$ cat config.mk
export PLATFORM = sky130hd
export DESIGN_NAME = core_host_seq
export DESIGN_NICKNAME = d
export VERILOG_FILES = /design/src/rtl/core_host_seq.sv
export SDC_FILE = /design/constraint.sdc
export NUM_CORES = 1
export LEC_CHECK = 0
export BUFFER_PORTS_ARGS = -buffer_cell sky130_fd_sc_hd__clkbuf_2
export CAP_MARGIN = 20
export CORE_AREA = 4 4 71 79
export CTS_CLUSTER_SIZE = 10
export DETAILED_ROUTE_END_ITERATION = 12
export DIE_AREA = 0 0 75 83
export GPL_ROUTABILITY_DRIVEN = 1
export MAX_ROUTING_LAYER = met4
export PLACE_DENSITY = 0.83
export SYNTH_ARGS = -nofsm -noshare
export SYNTH_HDL_FRONTEND = slang
export SYNTH_SLANG_ARGS = --single-unit
$ cat constraint.sdc
create_clock -name clk -period 1.7 [get_ports clk]
set_input_delay 0.34 -clock clk [delete_from_list [all_inputs] [get_ports clk]]
set_output_delay 0.34 -clock clk [all_outputs]
set_load 0.02 [all_outputs]
$ cat src/rtl/core_host_seq.sv
`default_nettype none
// ----------------------------------------------------------------------------
// core_host_seq : preloads operands, pulses core reset, runs the core with a
//                 timeout, then drains results. Optional: HOST_CHECKSUM_EN.
// Revision: 1.0
// ----------------------------------------------------------------------------
module core_host_seq #(
  parameter int AW       = 8,
  parameter int DW       = 8,
  parameter int LOAD_N   = 64,
  parameter int RES_BASE = 64,
  parameter int RES_N    = 32,
  parameter int TIMEOUT  = 4096,
  parameter int CW       = 16
) (
  input  logic          clk,
  input  logic          reset,
  input  logic          start,
  input  logic          in_valid,
  output logic          in_ready,
  input  logic [DW-1:0] in_data,
  output logic          mem_own,
  output logic          mem_wr_en,
  output logic [AW-1:0] mem_addr,
  output logic [DW-1:0] mem_wr_dat,
  input  logic [DW-1:0] mem_rd_dat,
  output logic          core_rst,
  output logic          req,
  input  logic          done,
  output logic          out_valid,
  input  logic          out_ready,
  output logic [DW-1:0] out_data,
  output logic          busy,
  output logic          timeout,
  output logic [CW-1:0] cycles,
  output logic [DW-1:0] checksum
);

  localparam int LW = (LOAD_N > 0) ? $clog2(LOAD_N + 1) : 1;
  localparam int RW = (RES_N > 0) ? $clog2(RES_N + 1) : 1;

  localparam logic [2:0] S_IDLE  = 3'd0;
  localparam logic [2:0] S_LOAD  = 3'd1;
  localparam logic [2:0] S_CRST  = 3'd2;
  localparam logic [2:0] S_RUN   = 3'd3;
  localparam logic [2:0] S_DRAIN = 3'd4;

  localparam logic [LW-1:0] c_LD_LAST  = LW'((LOAD_N > 0) ? LOAD_N - 1 : 0);
  localparam logic [RW-1:0] c_RD_LAST  = RW'((RES_N > 0) ? RES_N - 1 : 0);
  localparam logic [AW-1:0] c_RES_BASE = AW'(RES_BASE);
  localparam logic [CW-1:0] c_CYC_MAX  = '1;

  // Abort fires in the TIMEOUT-th RUN cycle; clamp so a saturated counter still aborts.
  localparam logic [63:0] c_CMAX_W  = (64'd1 << CW) - 64'd1;
  localparam logic [63:0] c_TO_W    = (TIMEOUT < 1) ? 64'd0 : 64'(TIMEOUT - 1);
  localparam logic [CW-1:0] c_TO_LAST = CW'((c_TO_W > c_CMAX_W) ? c_CMAX_W : c_TO_W);

  logic [2:0]    r_state;
  logic [2:0]    w_next;
  logic [LW-1:0] r_ld_cnt;
  logic [RW-1:0] r_rd_cnt;
  logic [CW-1:0] r_cycles;
  logic          r_timeout;

  logic          w_start_acc;
  logic          w_ld_hs;
  logic          w_dr_hs;
  logic          w_ld_last;
  logic          w_rd_last;
  logic          w_to_hit;
  logic [AW-1:0] w_ld_addr;
  logic [AW-1:0] w_rd_addr;

  assign w_start_acc = (r_state == S_IDLE) && start;
  assign w_ld_hs     = (r_state == S_LOAD) && in_valid;
  assign w_dr_hs     = (r_state == S_DRAIN) && out_ready;
  assign w_ld_last   = (r_ld_cnt == c_LD_LAST);
  assign w_rd_last   = (r_rd_cnt == c_RD_LAST);
  assign w_to_hit    = (r_cycles == c_TO_LAST);
  assign w_ld_addr   = AW'(r_ld_cnt);
  assign w_rd_addr   = c_RES_BASE + AW'(r_rd_cnt);

  always_ff @(posedge clk or posedge reset) begin
    if (reset) begin
      r_state <= S_IDLE;
    end else begin
      r_state <= w_next;
    end
  end

  always_comb begin
    w_next = r_state;
    case (r_state)
      S_IDLE: begin
        if (start) begin
          w_next = (LOAD_N > 0) ? S_LOAD : S_CRST;
        end
      end
      S_LOAD: begin
        if (in_valid && w_ld_last) begin
          w_next = S_CRST;
        end
      end
      S_CRST: begin
        w_next = S_RUN;
      end
      S_RUN: begin
        // A completion seen in the same cycle as the timeout takes precedence.
        if (done) begin
          w_next = (RES_N > 0) ? S_DRAIN : S_IDLE;
        end else if (w_to_hit) begin
          w_next = S_IDLE;
        end
      end
      S_DRAIN: begin
        if (out_ready && w_rd_last) begin
          w_next = S_IDLE;
        end
      end
      default: begin
        w_next = S_IDLE;
      end
    endcase
  end

  always_comb begin
    busy       = (r_state != S_IDLE);
    in_ready   = 1'b0;
    mem_own    = 1'b0;
    mem_wr_en  = 1'b0;
    mem_addr   = '0;
    mem_wr_dat = '0;
    core_rst   = 1'b0;
    req        = 1'b0;
    out_valid  = 1'b0;
    case (r_state)
      S_LOAD: begin
        in_ready = 1'b1;
        mem_own  = 1'b1;
        mem_addr = w_ld_addr;
        if (in_valid) begin
          mem_wr_en  = 1'b1;
          mem_wr_dat = in_data;
        end
      end
      S_CRST: begin
        core_rst = 1'b1;
      end
      S_RUN: begin
        req = 1'b1;
      end
      S_DRAIN: begin
        mem_own   = 1'b1;
        mem_addr  = w_rd_addr;
        out_valid = 1'b1;
      end
      default: begin
      end
    endcase
  end

  // Kept apart from the output process: mem_rd_dat is a combinational function of mem_addr.
  assign out_data = (r_state == S_DRAIN) ? mem_rd_dat : '0;

  always_ff @(posedge clk or posedge reset) begin
    if (reset) begin
      r_ld_cnt  <= '0;
      r_rd_cnt  <= '0;
      r_cycles  <= '0;
      r_timeout <= 1'b0;
    end else if (w_start_acc) begin
      r_ld_cnt  <= '0;
      r_rd_cnt  <= '0;
      r_cycles  <= '0;
      r_timeout <= 1'b0;
    end else begin
      if (w_ld_hs) begin
        r_ld_cnt <= r_ld_cnt + 1'b1;
      end
      if (w_dr_hs) begin
        r_rd_cnt <= r_rd_cnt + 1'b1;
      end
      if (r_state == S_RUN) begin
        if (r_cycles != c_CYC_MAX) begin
          r_cycles <= r_cycles + 1'b1;
        end
        if (!done && w_to_hit) begin
          r_timeout <= 1'b1;
        end
      end
    end
  end

  assign cycles  = r_cycles;
  assign timeout = r_timeout;

`ifdef HOST_CHECKSUM_EN
  logic [DW-1:0] r_checksum;

  always_ff @(posedge clk or posedge reset) begin
    if (reset) begin
      r_checksum <= '0;
    end else if (w_start_acc) begin
      r_checksum <= '0;
    end else if (w_dr_hs) begin
      r_checksum <= r_checksum + mem_rd_dat;
    end
  end

  assign checksum = r_checksum;
`else
  assign checksum = '0;
`endif

endmodule
`default_nettype wire

Yosys cells after proc, flatten, opt, wreduce, memory -nomap -nowiden --
Index checks and enable logic that the tools add are counted.
Storage, ports and cells: register bits 33, bits in latches 0, memory bits (writable) 0, bits in read-only memories 0, input bits 22, output and inout port bits 56, word-level logic and storage cells 66, memories 0
Operators by class: $add $sub $neg 4, multiply operators 0, divide/modulo/power cells 0, $lt $le $gt $ge 0, eq/ne operators 12, shifts and indexed selects 0, multiplexer cells 27, bitwise logic cells 0, reduce and logical (&&, ||, !) cells 18
Operators by type and width (count):
- two-way mux 16 bit | 3
- two-way mux 8 bit | 3
- adder 16 x 1 -> 16 bit (second input constant) | 1
- == test 16 x 12 -> 1 bit (second input constant) | 1
- inequality test 16 bit (second input constant) | 1
- one-hot mux 8 bit (2 select lines) | 1
- two-way mux 3 bit | 5
- one-hot mux 3 bit (5 select lines) | 1
- two-way mux 7 bit | 2
- two-way mux 6 bit | 2
- two-way mux 1 bit | 10
- nonzero test 2 bit | 5
- adder 7 x 6 -> 8 bit (first input constant) | 1
- adder 7 x 1 -> 7 bit (second input constant) | 1
- == test 7 x 6 -> 1 bit (second input constant) | 1
- adder 6 x 1 -> 6 bit (second input constant) | 1
- == test 3 x 2 -> 1 bit (second input constant) | 2
- == test 6 x 5 -> 1 bit (second input constant) | 1
- logical AND 1 bit | 6
- inequality test 2 bit (second input constant) | 2
- AND reduction 2 bit | 2
- AND reduction 4 bit | 1
- == test 3 x 1 -> 1 bit (second input constant) | 1
- == test 3 bit (second input constant) | 1
- other kinds (6) | 6

Longest topological paths before layout --
word-level depth 5, mapped depth 7, mapped depth without buffers 6

Worst setup path after synthesis --
OpenSTA, ideal clock, no wires.
kind reg-to-output, start register r_state[1], end output mem_wr_dat[0], arrival time 1.624 ns, data required time 1.360 ns, setup slack -0.264 ns, cell stages (with the launch flop) 7, path buffers 2, path through dfrtp_1 > clkbuf_1 > nor3b_2 > nand2_1 > inv_1 > clkbuf_1 > and2_1
Between the ends: longest elaborated chain between the ends 2
Ends and longest elaborated chain:
- start, declared | RTL line 58 | logic [2:0] r_state;
- start signal, assigned | RTL line 87 | r_state <= w_next;
- == test 3 x 1 -> 1 bit | RTL line 136 | case (r_state)
- two-way mux 8 bit | RTL line 136
- end, declared | RTL line 25 | output logic [DW-1:0] mem_wr_dat,
Every way passes these cells.

Worst setup path in the final report --
Same ends and word-level chain as after synthesis.

==> results.md <==
* Synth area leader: dfrtp_1
* Yosys warnings at 0
* Vias per cell at 5.62
* Die width at 75 um
* Vias at 2221
* Fin nets at 361
* Post-Syn Instances at 225
* Fin worst setup slack at -0.243 ns
* Crit-path cells: nor3b_4 -> nand2_4 -> clkinvlp_4 -> and2_4 -> buf_8
* Mapped Avg Cell Area at 9.31 um2
* Netlist cell types at 52
* Crit end category: primary output
* Violated checks: negative setup slack
* MaxCap Viol Count at 0
* R2R depth at 6
* CP max-delay cell: dfrtp_2
* All-layer global routing usage at 20.1%
* Post-synth EDFFs at 0
* Num CTS Buffers at 5
* DRC viols at 0
* WL per Instance at 16.7 um
* Ports at 78
* First-pass GRT wire length at 9590 um
* Min-delay worst type: primary input to asynchronous set/reset pin
* H-tree level count at 2
* Row cnt at 27
* Core footprint at 0.00490 mm2
* Pre-antenna DRT Iters at 4
* CTS tree: built
* Total power at 3.76 mW
* Most common cell after layout, fill and taps aside: clkbuf_2
* Core Util, Final at 65.3%
* Gpl congestion at 0.905
* Synth top area share at 39.4%
* CTS Root Cell: clkbuf_8
* Area contributors post-synth: dfrtp_1, and2_1, buf_4
* CTS sink cnt at 33
* Clock skew at 0.00352 ns
* Crit-path max FO at 6
* Register area share after synthesis at 39.4%
* Final setup fails at 40
* CP Class: flop to primary output
* Crit Reg-Reg Startpoint: r_state[1]
* Skew-Pair Late Insertion Delay at 0.29 ns
* Final instance area at 0.00320 mm2
* Number of global-route vias before repair at 2050
* End of the worst register-to-register path: cycles[6]
* Ys flop type: dfrtp_1
* CTS max path bufs at 2
* RSZ-0062 raised after global routing: true
* Initial core utilization at 42.8%
* Peak per-stage delay on the critical path at 0.46 ns
* Clk slew on worst S/H paths at 0.07 ns
* Hold_buf cts at 0
* WL final at 6610 um
* Antenna viol nets, final at 0
* Final Hold Viols at 0
* Worst EP required at 1.36 ns
* Outcome: complete, but fails checks
* Post-synthesis cell area at 0.00209 mm2
* Largest net degree at the start of global routing at 34
* Minimum clock period after layout at 1.94 ns
* Most frequent cells in the layout: clkbuf_2, buf_4, dfrtp_1, nand2_1, nor2_1
* Area delta synth->final at 52.8%
* Worst reg-to-reg setup slack at -0.12 ns
* Iter 0 DRT Violations at 111
* Total grt overflow at 0
* Leak Pwr at 1.56 nW
* Area post-placement at 0.00270 mm2
* Antenna violations before repair at 0
* DPL Wire Length at 4170 um
* CP arrival at 1.60 ns
* Post-route clock period utilization at 114%
* Ant diodes at 0
* Die area at 0.00623 mm2
* Synthesis-stage register bit count at 33
* PortBufs at 68
* Max Freq at 0.515 GHz
* Layout cells sized above 1 at 52.2%
* Asr flop ratio synth at 100%
* Slew Viols, Final at 0
* Critical Path Start Type: flop
* Power Density at 1180 mW/mm2
* Peak supply drop at 0.727 mV
* Die height at 83 um
worst max-delay path, delay by kind of cell, from the launching register on:
kind	cells	cell delay (ns)
flops	1	0.46
buf+inv	2	0.23
simple gates	3	0.62
logic make-up after synthesis:
group	share of synthesized area, %
and+or+nand+nor	32.9
AOI/OAI and AO/OA	12.3
DFF	39.4
buffers and inverters	7.17
xor gates and xnor gates	3.35
muxes	2.87
adders and majority gates	1.79
other	0.179
where the power goes:
| part | total (mW) | switching [mW] | internal [mW] |
|---|---|---|---|
| combinational | 2.02 | 1.08 | 0.946 |
| clock | 0.619 | 0.289 | 0.330 |
| sequential | 1.12 | 0.193 | 0.930 |
| total | 3.76 | 1.56 | 2.21 |
metal layers:
metal  vias to the layer above  GRT usage [%]  routed length, um
li1                       1027              -                  -
met1                      1075           24.1               2560
met2                        94           33.7               3490
met3                        25           3.39                390
met4                         0           6.63                168
met5                         -              -                  0
state kept, by name (all words and copies together), names as in the netlist:
signal and cells:
cycles 16, r_ld_cnt 7, r_rd_cnt 6, r_state 3, timeout 1
worst max path at each step:
stage	slack [ns]	cells after the start	to	from
final	-0.24	5	mem_wr_dat[0]	r_state[1]
after global routing	-0.28	5	mem_wr_dat[2]	r_state[1]
after CTS	-0.16	5	mem_wr_dat[1]	r_state[1]
after detailed placement	-0.04	5	mem_wr_dat[1]	r_state[0]
after global placement	0.005	4	r_state[1]	cycles[12]
after floorplan	-0.006	4	r_state[1]	cycles[12]
metrics by stage:
stage	TNS (ns)	cells	hold slack (ns)	worst slack (ns)
after global routing	-7.65	395	0.166	-0.281
after detailed placement	-0.285	371	0.434	-0.0406
after global placement	0	371	0.439	0.00470
final	-5.64	395	0.112	-0.243
after CTS	-3.47	384	0.129	-0.163
after floorplan	-0.00589	233	0.469	-0.00589
cell usage after synthesis (all sizes together), types with 2 or more instances:
| cell | n |
|---|---|
| a211oi | 2 |
| nor4b | 3 |
| nand3 | 11 |
| nor2 | 17 |
| dfrtp | 33 |
| inv | 3 |
| or4 | 7 |
| clkbuf | 6 |
| buf | 15 |
| xnor2 | 3 |
| nor4 | 6 |
| and2 | 18 |
| and3 | 2 |
| ha | 3 |
| nand2 | 20 |
| o31ai | 5 |
| o21ai | 7 |
| a21oi | 8 |
| xor2 | 5 |
| mux2i | 6 |
| a31oi | 2 |
| a22o | 7 |
| or3 | 3 |
| nand4 | 8 |
| nor3 | 3 |
| nor3b | 2 |
| nand2b | 3 |
cell type report:
type,instances,area (um2)
repair buffers,116,850
fillers,349,1700
flip-flops and latches,33,837
well taps,58,72.6
multi-input cells,175,1330
repair inverters,1,7.51
clock buffers,8,90.1
inverters,4,17.5
timing repair:
| action | 4_1_cts | 5_1_grt |
|---|---|---|
| setup endpoints to repair | 29 | 49 |
| endpoints found under the hold margin | 0 | 0 |
| buffers inserted | 4 | 13 |
| gates resized for setup | 33 | 56 |
| cloned | 1 | 0 |
| pin swaps | 7 | 13 |
Note: power is estimated with default switching activity, not from simulation.
